### config.mk
export PLATFORM = sky130hd
export DESIGN_NAME = mul_iter_radix
export DESIGN_NICKNAME = d
export VERILOG_FILES = /design/src/rtl/mul_iter_radix.sv
export SDC_FILE = /design/constraint.sdc
export NUM_CORES = 2
export LEC_CHECK = 0
export BUFFER_PORTS_ARGS = -buffer_cell sky130_fd_sc_hd__buf_2
export CAP_MARGIN = 30
export CORE_ASPECT_RATIO = 1.25
export CORE_UTILIZATION = 35
export CTS_CLUSTER_DIAMETER = 150
export DETAILED_ROUTE_END_ITERATION = 8
export GPL_TIMING_DRIVEN = 0
export MAX_ROUTING_LAYER = met4
export PLACE_DENSITY_LB_ADDON = 0.05
export REMOVE_ABC_BUFFERS = 1
export SYNTH_ARGS = -nofsm -noshare
export SYNTH_HDL_FRONTEND = slang
export SYNTH_SLANG_ARGS = --single-unit
### constraint.sdc
create_clock -name clk -period 26.6 [get_ports clk]
set_input_delay 5.32 -clock clk [delete_from_list [all_inputs] [get_ports clk]]
set_output_delay 5.32 -clock clk [all_outputs]
set_load 0.01 [all_outputs]
### src/rtl/mul_iter_radix.sv
// Iterative shift-add multiplier retiring RADIX_BITS multiplier bits per cycle (s*s, s*u, u*u, RV64 word mode).
// Optional build macro MUL_EARLY_EXIT_EN ends CALC as soon as the remaining multiplier bits are zero.
module mul_iter_radix #(
  parameter int unsigned XLEN       = 64,
  parameter int unsigned RADIX_BITS = 2
) (
  input  logic            clk,
  input  logic            reset,
  input  logic            flush,
  input  logic            mul_valid,
  output logic            mul_ready,
  input  logic [1:0]      mul_signed,
  input  logic            mulw,
  input  logic [XLEN-1:0] mul1,
  input  logic [XLEN-1:0] mul2,
  output logic            out_valid,
  input  logic            out_ready,
  output logic [XLEN-1:0] result_h,
  output logic [XLEN-1:0] result_l
);

  localparam int unsigned PW    = 2 * XLEN;
  localparam int unsigned CntW  = $clog2(XLEN);
  localparam int unsigned NFull = XLEN / RADIX_BITS;
  localparam int unsigned NWord = 32 / RADIX_BITS;
  localparam logic [XLEN-1:0] WordMask = XLEN'(32'hFFFF_FFFF);

  typedef enum logic [1:0] {StIdle, StCalc, StFix, StDone} state_e;

  state_e          r_state, w_state_nxt;
  logic [CntW-1:0] r_cnt;
  logic [PW-1:0]   r_mcand, r_acc;
  logic [XLEN-1:0] r_mplier;
  logic            r_neg, r_word;
  logic [XLEN-1:0] r_res_h, r_res_l;

  logic            w_accept, w_sign_a, w_sign_b, w_calc_last;
  logic [XLEN-1:0] w_mask, w_op_a, w_op_b, w_mag_a, w_mag_b, w_mplier_nxt;
  logic [PW-1:0]   w_pp, w_acc_nxt, w_prod;

  assign w_accept  = mul_valid && (r_state == StIdle) && !flush;
  assign mul_ready = (r_state == StIdle);
  assign out_valid = (r_state == StDone);
  assign result_h  = r_res_h;
  assign result_l  = r_res_l;

  // Operand magnitudes; in word mode the mask after negation keeps |-2^31| = 2^31 exact.
  always_comb begin
    w_mask   = mulw ? WordMask : '1;
    w_sign_a = mul_signed[1] & (mulw ? mul1[31] : mul1[XLEN-1]);
    w_sign_b = (&mul_signed) & (mulw ? mul2[31] : mul2[XLEN-1]);
    w_op_a   = mul1 & w_mask;
    w_op_b   = mul2 & w_mask;
    w_mag_a  = (w_sign_a ? (~w_op_a + XLEN'(1)) : w_op_a) & w_mask;
    w_mag_b  = (w_sign_b ? (~w_op_b + XLEN'(1)) : w_op_b) & w_mask;
  end

  always_comb begin
    w_pp = '0;
    for (int i = 0; i < int'(RADIX_BITS); i++) begin
      if (r_mplier[i]) w_pp = w_pp + (r_mcand << i);
    end
    w_acc_nxt    = r_acc + w_pp;
    w_mplier_nxt = r_mplier >> RADIX_BITS;
    w_prod       = r_neg ? (~r_acc + PW'(1)) : r_acc;
  end

`ifdef MUL_EARLY_EXIT_EN
  assign w_calc_last = (r_cnt == '0) || (w_mplier_nxt == '0);
`else
  assign w_calc_last = (r_cnt == '0);
`endif

  always_ff @(posedge clk or negedge reset) begin
    if (!reset) r_state <= StIdle;
    else        r_state <= w_state_nxt;
  end

  always_comb begin
    w_state_nxt = r_state;
    if (flush) begin
      w_state_nxt = StIdle;
    end else begin
      unique case (r_state)
        StIdle:  if (mul_valid) w_state_nxt = StCalc;
        StCalc:  if (w_calc_last) w_state_nxt = StFix;
        StFix:   w_state_nxt = StDone;
        StDone:  if (out_ready) w_state_nxt = StIdle;
        default: w_state_nxt = StIdle;
      endcase
    end
  end

  always_ff @(posedge clk or negedge reset) begin
    if (!reset) begin
      r_cnt    <= '0;
      r_mcand  <= '0;
      r_acc    <= '0;
      r_mplier <= '0;
      r_neg    <= 1'b0;
      r_word   <= 1'b0;
      r_res_h  <= '0;
      r_res_l  <= '0;
    end else if (w_accept) begin
      r_cnt    <= mulw ? CntW'(NWord - 1) : CntW'(NFull - 1);
      r_mcand  <= PW'(w_mag_a);
      r_mplier <= w_mag_b;
      r_acc    <= '0;
      r_neg    <= w_sign_a ^ w_sign_b;
      r_word   <= mulw;
    end else if (r_state == StCalc) begin
      r_acc    <= w_acc_nxt;
      r_mcand  <= r_mcand << RADIX_BITS;
      r_mplier <= w_mplier_nxt;
      if (r_cnt != '0) r_cnt <= r_cnt - CntW'(1);
    end else if (r_state == StFix && !flush) begin
      if (r_word) begin
        r_res_h <= '0;
        r_res_l <= XLEN'($signed(w_prod[31:0]));
      end else begin
        r_res_h <= w_prod[PW-1:XLEN];
        r_res_l <= w_prod[XLEN-1:0];
      end
    end
  end

endmodule

==> reports/results.env <==
FINAL.PERIOD_UTILIZATION=0.389
FINAL-SETUP-VIOL-COUNT=0
MULTIINPUTGATEAREA_SQ_UM=30600
RUN_STATUS='completed'
SYNTH.CELL_AREA_SQ_UM=43900
GRT_FIRST_PASS_WIRELENGTH_UM=246000
WORST-ENDPOINT-ARRIVAL_NS=10.96
GRT_MAX_DEGREE=109
CLKSLEWWORSTSETUPHOLDPATHS_NS=0.06
IO-PIN-COUNT=266
YS_DOMINANT_REG_CELL='dfrtp_1'
CRIT_PATH_MAX_INCR_DELAY_NS=0.97
CRIT_SLOWEST_CELL='o41ai_2'
CTS-ROOT-TO-SINK-BUFFERS=3
REGISTER_BIT_COUNT_REPORTED_BY_YOSYS=458
POST-PLACE-CELLS=7215
DRT_ITER0_MARKERS=2565
SYNTH_SEQ_AREA_SHARE=0.261
REGAREA_SQ_UM=11500
CTS.REPAIR_TIMING.SETUP_BUFFER_COUNT=0
MAXCAPVIOLATIONS=0
GRT_ANTENNA_BEFORE_REPAIR=19
NUMBER_OF_GLOBAL_ROUTE_VIAS_BEFORE_REPAIR=40400
GRT.TOTAL_USAGE=0.253
ADDER_AND_MAJORITY_GATE_PORTION_OF_THE_SYNTHESIZED_AREA=0.0624
VDD_IR_DROP_MAX_uV=59.3
GP_CONGESTION=0.904
MAX_FREQ_MHz=96.6
ROUTE.VIAS.TOTAL=41400
SYNTH_TOP_FAMILY_BY_AREA='compound AO/OA/AOI/OAI gates'
SYNTHXORXNORAREAFRAC=0.109
YS_TYPES=95
ROWS=145
FINAL_HOLD_VIOL_COUNT=0
FP.DIEW_UM=319
SYNTH-COMPOUND-AREA-SHARE=0.242
BUFFER_PORTS.INSERTED=265
YOSYSWARNINGS=0
DESIGN.CORE.AREA_SQ_UM=125000
ASYNCSETRESETFLOPFRACSYNTH=1.00
INSTANCES_NO_FILL=7337
CLKSINKCOUNT=458
DETAIL_ROUTE.DRC_VIOLATIONS=0
CTS_MAX_LEVEL=2
ROUTE.DETAILED.VIAS_PER_INST=5.64
SYNTH-EDFF-COUNT=0
STATIC-LEAKAGE-POWER_nW=21.5
FLOORPLAN.DIE.HEIGHT_UM=398
CRITPATHREQUIREDTIME_NS=27.21
DETAILED_PLACE_HPWL_UM=126000
TIMING.CRITICAL_PATH.TO_TYPE='flop'
DRT_FIRST_PASS_ITERS=8
COMMONEST_CELLS_AFTER_ROUTING_FILL_AND_TAPS_ASIDE='654 x nand2_1, 517 x o21ai_0, 461 x nor2_1, 454 x dfrtp_1, 442 x a21oi_1'
NFILLCELLS=13100
CLKLATENCYLATEPIN_NS=0.69
POST_DRT_WL_PER_CELL_UM=21.8
HOLD_BUFFERS=0
POST-ROUTE-MIN-PERIOD_NS=10.35
POWER-PER-CELL-AREA_nW_PER_UM2=114
TIMING_WORST_SLEW_PIN_VALUE_NS=1.06
TRITONCTS='done'
CRITICAL-PATH-TOP-CELL-BY-COUNT='a31oi_1'
SLEW_HEADROOM=0.293
R2R_END='r_acc[120]'
GR-TOTAL-OVERFLOW=0
FINISH.INSTANCE_AREA_SQ_UM=49200
SLEW_VIOL_FINAL=0
FINCLKSKEW_NS=0.0422
TIMING.HOLD.WS_NS=0.471
SYNTH-SIMPLE-AREA-SHARE=0.214
POSTSYNTHCELLCOUNT=5652
SYNTHESIS.AREA_PER_INSTANCE_SQ_UM=7.78
CRITICALPATHCATEGORY='reg -> reg'
NUMBER_OF_CELLS_ON_THE_WORST_HOLD_PATH=2
FINALNETCOUNT=6010
UNREPAIRED_SETUP_ENDPOINTS_AFTER_GLOBAL_ROUTING='false'
SYNTHTOLAYOUTAREAGROWTH_PCT=11.9
HOLDCRITPATHCLASS='reg -> reg'
REG2REGPATHDEPTH=32
WIRELENGTH_UM=160000
POST_DP_CELL_AREA_SQ_UM=47100
HOLD_PATH.STARTPOINT='result_l[0]'
DRIVE_GT1_FRAC=0.105
HOLD-PATH-ENDPOINT='result_l[0]'
CTSROOTBUFFERMASTER='clkbuf_16'
INITIAL_UTILIZATION=0.352
CLOCK_BUFFER_COUNT_FROM_CTS=56
MUXSHAREOFSYNTHAREA=0.0687
WORSTREG2REGSTART='r_mplier[0]'
DRTANTENNAVIOLNETS=0
START_KIND='flop'
R2R_SETUP_SLACK_NS=16.25
DESIGN.DIE.AREA_SQ_UM=127000
COUNT_OF_CELLS_RESIZED_BY_POST_CTS_REPAIR=0
MOST_FREQUENT_STANDARD_CELL_IN_THE_LAYOUT_EXCLUDING_FILL_AND_TAP_CELLS='nand2_1'
WORSTPATHMAXFANOUT=97
layout make-up:
type / count / share of cell area
clock inverters: 37 / 0.00997
well taps: 1617 / 0.0411
inverters: 108 / 0.00829
flip-flops and latches: 458 / 0.233
multi-input cells: 4694 / 0.623
diodes: 17 / 0.000865
repair buffers: 338 / 0.0521
clock buffers: 68 / 0.0313
metal layers:
metal	routed length [um]	GRT usage
met1	71800	0.318
met2	78300	0.429
met4	4420	0.0687
met5	0	-
met3	5620	0.0271
per-stage QoR:
step / utilization / TNS (ns) / setup slack, ns / power, mW
floorplan: - / -1689.51 / -11.92 / 3.76
global placement: 0.367 / - / -73.91 / 5.03
detailed placement: 0.377 / 0 / 16.23 / 4.77
CTS: 0.394 / 0 / 16.21 / 5.65
global route: 0.394 / 0 / 15.49 / 6.06
finish: 0.394 / 0 / 16.25 / 5.61
logic make-up (layout without fill, tap and decap cells):
| logic type | count (synthesis) | in the layout |
|---|---|---|
| compound gates | 1706 | 1706 |
| simple gates | 1929 | 1929 |
| xor+xnor | 547 | 547 |
| buf+inv | 500 | 551 |
| flops | 458 | 458 |
| mux | 294 | 294 |
| other cells | 0 | 17 |
| fa+ha+maj | 218 | 218 |
worst max path at each step:
| stage | start | to | slack (ns) | cells after the start |
|---|---|---|---|---|
| 2_1_floorplan | flush | result_h[61] | -11.92 | 5 |
| 6_report | r_mplier[0] | r_acc[120] | 16.25 | 32 |
| 5_1_grt | r_mplier[0] | r_acc[120] | 15.49 | 32 |
| 3_3_place_gp | mul_valid | result_h[61] | -73.91 | 7 |
| 4_1_cts | r_mplier[0] | r_acc[120] | 16.21 | 32 |
| 3_5_place_dp | r_mplier[0] | r_acc[120] | 16.23 | 32 |
state kept, by name, indices dropped and copies added, names as in the netlist:
name	cells
r_mplier	64
r_state	2
r_acc	128
result_l	64
r_word	1
r_cnt	6
r_neg	1
r_mcand	128
result_h	64
synth_stat cells (78+ instances only):
cell        n  area share
inv_1     107      0.0091
a21o_1    160       0.027
o21ai_0   518       0.059
dfrtp_1   458        0.26
nand2_1   656       0.056
nand4_1    81       0.012
xnor2_1   304       0.061
a21oi_1   442       0.050
ha_1      216       0.061
o31ai_1    78       0.013
nor4_1     83       0.012
mux2i_1   234       0.053
clkbuf_1  343       0.029
nand3_1    84      0.0096
nor3_1    102       0.012
nor2_1    465       0.040
xor2_1    243       0.048
worst max-delay path: cells and delay by family, from the launching register on:
kind	cells	cell delay [ns]
AOI/OAI and AO/OA	13	4.76
xor gates and xnor gates	2	0.38
adders and majority gates	3	1.01
buffers and inverters	5	0.99
DFF	1	0.74
and+or+nand+nor	9	2.18
report_power, final:
group | total, mW | leakage, nW | switching, mW | internal (mW)
Combinational | 3.36 | 14.6 | 2.03 | 1.33
Sequential | 1.40 | 5.99 | 0.460 | 0.944
Clock | 0.850 | 0.981 | 0.348 | 0.502
Total | 5.61 | 21.5 | 2.84 | 2.77
Power figures use the tool's default switching activity.
